===== config.mk =====
export PLATFORM = sky130hd
export DESIGN_NAME = lp_stream_fifo
export DESIGN_NICKNAME = d
export VERILOG_FILES = /design/src/rtl/lp_stream_fifo.sv
export SDC_FILE = /design/constraint.sdc
export NUM_CORES = 1
export LEC_CHECK = 0
export CORE_ASPECT_RATIO = 0.8
export CORE_UTILIZATION = 50
export CTS_CLUSTER_DIAMETER = 100
export DETAILED_ROUTE_END_ITERATION = 10
export DONT_BUFFER_PORTS = 1
export PLACE_DENSITY_LB_ADDON = 0.25
export SYNTH_ARGS = -nofsm -noshare
export SYNTH_HDL_FRONTEND = slang
export SYNTH_SLANG_ARGS = --single-unit

===== constraint.sdc =====
create_clock -name aclk -period 15.2 [get_ports aclk]
set_clock_uncertainty 0.1 [all_clocks]
set_input_delay 4.56 -clock aclk [delete_from_list [all_inputs] [get_ports aclk]]
set_output_delay 4.56 -clock aclk [all_outputs]
set_load 0.02 [all_outputs]

===== src/rtl/lp_stream_fifo.sv =====
`default_nettype none
// ============================================================================
//  Module   : lp_stream_fifo
//  Purpose  : First-word-fall-through stream FIFO with occupancy output.
//             Optional per-word last flag via LP_STREAM_FIFO_LAST_EN.
//  Revision : 1.0  initial release
// ============================================================================
module lp_stream_fifo #(
    parameter  int DATAW = 32,
    parameter  int DEPTH = 16,
    localparam int CNTW  = $clog2(DEPTH) + 1
) (
    input  logic             aclk,
    input  logic             aresetn,
    input  logic             s_valid,
    output logic             s_ready,
    input  logic [DATAW-1:0] s_data,
`ifdef LP_STREAM_FIFO_LAST_EN
    input  logic             s_last,
    output logic             m_last,
    output logic [CNTW-1:0]  pkt_count,
`endif
    output logic             m_valid,
    input  logic             m_ready,
    output logic [DATAW-1:0] m_data,
    output logic [CNTW-1:0]  count,
    output logic             full,
    output logic             empty
);

    localparam int c_AW = $clog2(DEPTH);
`ifdef LP_STREAM_FIFO_LAST_EN
    localparam int c_MEMW = DATAW + 1;
`else
    localparam int c_MEMW = DATAW;
`endif
    localparam logic [c_AW-1:0] c_PTR_ONE = 1;
    localparam logic [CNTW-1:0] c_CNT_ONE = 1;
    localparam logic [CNTW-1:0] c_CNT_FULL = CNTW'(DEPTH);

    logic [c_MEMW-1:0] r_mem [DEPTH];
    logic [c_AW-1:0]   r_wr_ptr;
    logic [c_AW-1:0]   r_rd_ptr;
    logic [CNTW-1:0]   r_count;
    logic              w_push;
    logic              w_pop;
    logic [c_MEMW-1:0] w_wr_word;
    logic [c_MEMW-1:0] w_head;

    assign full    = (r_count == c_CNT_FULL);
    assign empty   = (r_count == '0);
    assign count   = r_count;
    // Gated by aresetn so no word can be accepted while reset is held.
    assign s_ready = !full && aresetn;
    assign m_valid = !empty;
    assign w_head  = r_mem[r_rd_ptr];
    assign m_data  = w_head[DATAW-1:0];

    assign w_push = s_valid && s_ready;
    assign w_pop  = m_valid && m_ready;

`ifdef LP_STREAM_FIFO_LAST_EN
    assign w_wr_word = {s_last, s_data};
    assign m_last    = m_valid && w_head[DATAW];
`else
    assign w_wr_word = s_data;
`endif

    always_ff @(posedge aclk) begin
        if (w_push) begin
            r_mem[r_wr_ptr] <= w_wr_word;
        end
    end

    always_ff @(posedge aclk) begin
        if (!aresetn) begin
            r_wr_ptr <= '0;
            r_rd_ptr <= '0;
            r_count  <= '0;
        end else begin
            if (w_push) begin
                r_wr_ptr <= r_wr_ptr + c_PTR_ONE;
            end
            if (w_pop) begin
                r_rd_ptr <= r_rd_ptr + c_PTR_ONE;
            end
            case ({w_push, w_pop})
                2'b10:   r_count <= r_count + c_CNT_ONE;
                2'b01:   r_count <= r_count - c_CNT_ONE;
                default: r_count <= r_count;
            endcase
        end
    end

`ifdef LP_STREAM_FIFO_LAST_EN
    logic [CNTW-1:0] r_pkt_count;
    logic            w_push_last;
    logic            w_pop_last;

    assign w_push_last = w_push && s_last;
    assign w_pop_last  = w_pop && m_last;
    assign pkt_count   = r_pkt_count;

    always_ff @(posedge aclk) begin
        if (!aresetn) begin
            r_pkt_count <= '0;
        end else begin
            case ({w_push_last, w_pop_last})
                2'b10:   r_pkt_count <= r_pkt_count + c_CNT_ONE;
                2'b01:   r_pkt_count <= r_pkt_count - c_CNT_ONE;
                default: r_pkt_count <= r_pkt_count;
            endcase
        end
    end
`endif

endmodule
`default_nettype wire


==> out/metrics.cfg <==
[run_status]
outcome = finished, final reports clean

[logic_synthesis]
yosysSeqAreaShare_pct = 77.9
ys_ff_latch = 529
synth.area.top_cells = edfxtp_1 (76%), mux4_2 (14%), a22oi_1 (2.4%)
synth.avg_cell_area_sq_um = 22.1
ys.warnings.count = 0
synth_top_area_cell = edfxtp_1
ys_types = 41
synth_top_area_share_pct = 76.2
synth_cells = 915
netlist_area_sq_um = 20200
syn-num-nets = 960

[pwr]
power.density_nw_per_um2 = 154
p_leak_uw = 0.00688
vdd_drop_max_uv = 98.2

[die]
core-area_sq_um = 39600
io_pins = 77
start_util_pct = 51.0
rows = 65
dieHeight_um = 182
dieWidth_um = 227
dieArea_sq_um = 41200

[clock_network]
path_clk_slew_ns = 0.06
cts_sinks = 529
root_buffer = clkbuf_16
post-cts-setup-buffers = 0
ctsHoldBuffers = 0
cts_tree = built
cts_resized = 0
worstSkewPairLatency_ns = 0.57
clk_path_buf_depth = 3
htreeDepth = 2
cts_buffers = 50

[timing]
setup_viol = 0
fin_crit_ns = 9.45
relSlewSlack_pct = 22.3
fmax_ghz = 0.106
worstMarginPinSlew_ns = 1.17
timing.setup.tns_ns = 0
fin_crit_sh_pct = 62.2
setup_slack_ns = 5.75
rsz0062_at_grt = false
final_max_slew_viol_count = 0
hold_viol_final = 0

[route]
ant_nets = 0
drc = 0
num_vias = 9023
viasPerCell = 6.00
routed_wl_um = 40700
routedWlPerCell_um = 27.1
first_pass_iters = 4
drt_iter0_markers = 785

[worst_setup_path]
crit_slowest_cell = inv_1
path_delay_family = buffers and inverters
required_ns = 10.54
path_class = in2out
start_kind = input port
critPathCaptureType = output pin
crit_arrival_ns = 4.79
cpPeakStageDelay_ns = 0.15
cp.buffers_inverters = 1
crit_path_cell_trace = o21ai_4 -> inv_1
crit_fanout = 11

[placed_design]
routabilityCongestion = 0.744
dp_hpwl_um = 20000
port_buffers = 0
dpl_worst_slack_ns = 5.75
placed_area_sq_um = 20800

[global_route]
grt_pass1_wl_um = 60500
track_usage_pct = 20.4
antenna_found_initial = 0
grt_overflow = 0
grt_pass1_vias = 9419
grt_start_max_net_pins = 72

[cells_and_area]
multi_input_area_sq_um = 4270
seq_area_sq_um = 15700
drive_above_1_share_pct = 24.2
nets = 976
final_area_sq_um = 22400
antennaDiodeCount = 0
area_delta_synth_final_pct = 10.8
num-fill-cells = 2889

[flow_run]
maxCapViolations = 0

[worst_hold_path]
hp-class = reg2reg

==> cell usage after synthesis <==
cell type / count
buf_1: 3
o21ai_4: 2
or4_4: 1
a22oi_1: 64
xnor2_1: 3
o31a_1: 1
nor2_1: 12
nor4_1: 1
buf_2: 16
o21ai_0: 3
nand4b_1: 3
nand3b_1: 1
xor2_1: 4
mux2i_1: 3
buf_4: 1
nand2b_1: 3
or3_1: 2
ha_1: 9
or4b_1: 1
and3_1: 5
nand4_1: 2
mux4_2: 128
a21o_1: 2
a2111oi_0: 2
edfxtp_1: 512
nor2b_1: 2
a21oi_1: 3
a31oi_1: 1
clkbuf_1: 30
o21a_1: 2
o211ai_2: 1
nand3_1: 6
o211ai_1: 2
nor4_2: 1
nand4bb_1: 1
buf_6: 1
dfxtp_1: 17
and2_1: 11
nand2_1: 38
nor3_1: 6
inv_1: 9
==> cells by family after synthesis <==
logic type	after synthesis	share of synthesized area [%]
AND/OR/NAND/NOR	96	2.42
XOR/XNOR	7	0.304
buffers and inverters	60	1.27
multiplexers	131	14.4
AO/OA/AOI/OAI	83	3.14
adder cells (fa/ha/maj)	9	0.558
flip-flops	529	77.9
==> stage by stage <==
step                      hold slack [ns]  cells  utilization [%]  total power (uW)
after floorplan                     0.369    915                -              2190
after global placement              0.424   1415             52.5              2290
after detailed placement            0.420   1415             52.5              2300
after CTS                           0.433   1504             56.5              3480
after global routing                0.487   1504             56.5              3570
final                               0.435   1504             56.5              3440
==> power breakdown <==
| part | switching (uW) | total (uW) | internal, uW |
|---|---|---|---|
| Clock | 509 | 1190 | 680 |
| Sequential | 70.1 | 1700 | 1630 |
| Combinational | 280 | 549 | 269 |
==> path summary, 6_finish.rpt <==
| check | start | to | slack (ns) | depth (start not counted) |
|---|---|---|---|---|
| max | aresetn | s_ready | 5.75 | 2 |
| min | r_wr_ptr[0] | r_wr_ptr[0] | 0.43 | 1 |
| max reg2reg | count[1] | count[4] | 11.93 | 10 |
| min reg2reg | r_wr_ptr[0] | r_wr_ptr[0] | 0.43 | 1 |
==> final cells by class <==
type	count	share of cell area, %
clock inverters	15	0.554
inverters	9	0.151
multi-input cells	326	19.1
well taps	536	3.00
repair buffers	15	0.504
flip-flops and latches	529	70.3
clock buffers	74	6.37
==> registers in the layout (all words and copies together), names as in the netlist, named ones only <==
name / count
count: 5
r_rd_ptr: 4
r_mem: 512
r_wr_ptr: 4
==> per-layer routing <==
layer / vias to the layer above / global-route usage (%) / wire (um)
li1: 3887 / - / -
met1: 4830 / 29.6 / 17900
met2: 239 / 32.2 / 19600
met3: 67 / 4.01 / 2370
met4: 0 / 4.92 / 807
met5: - / 0 / 0
==> cells in the final DEF, fill, tap and decap left out, types with 3 or more instances in the layout <==
| cell | n |
|---|---|
| mux4_2 | 128 |
| and2_2 | 10 |
| xnor2_1 | 3 |
| nand2b_1 | 3 |
| nor3_1 | 4 |
| a22oi_1 | 64 |
| buf_4 | 15 |
| clkinv_1 | 6 |
| clkbuf_16 | 53 |
| a21oi_1 | 3 |
| dfxtp_1 | 15 |
| xor2_1 | 4 |
| nor2_1 | 10 |
| nand2_1 | 38 |
| ha_1 | 9 |
| inv_1 | 9 |
| clkinv_2 | 5 |
| nand4b_1 | 3 |
| edfxtp_1 | 512 |
| and3_2 | 3 |
| o21ai_0 | 3 |
| clkbuf_1 | 19 |
| mux2i_1 | 3 |
| nand3_1 | 6 |
(Power assumes the default switching activity.)
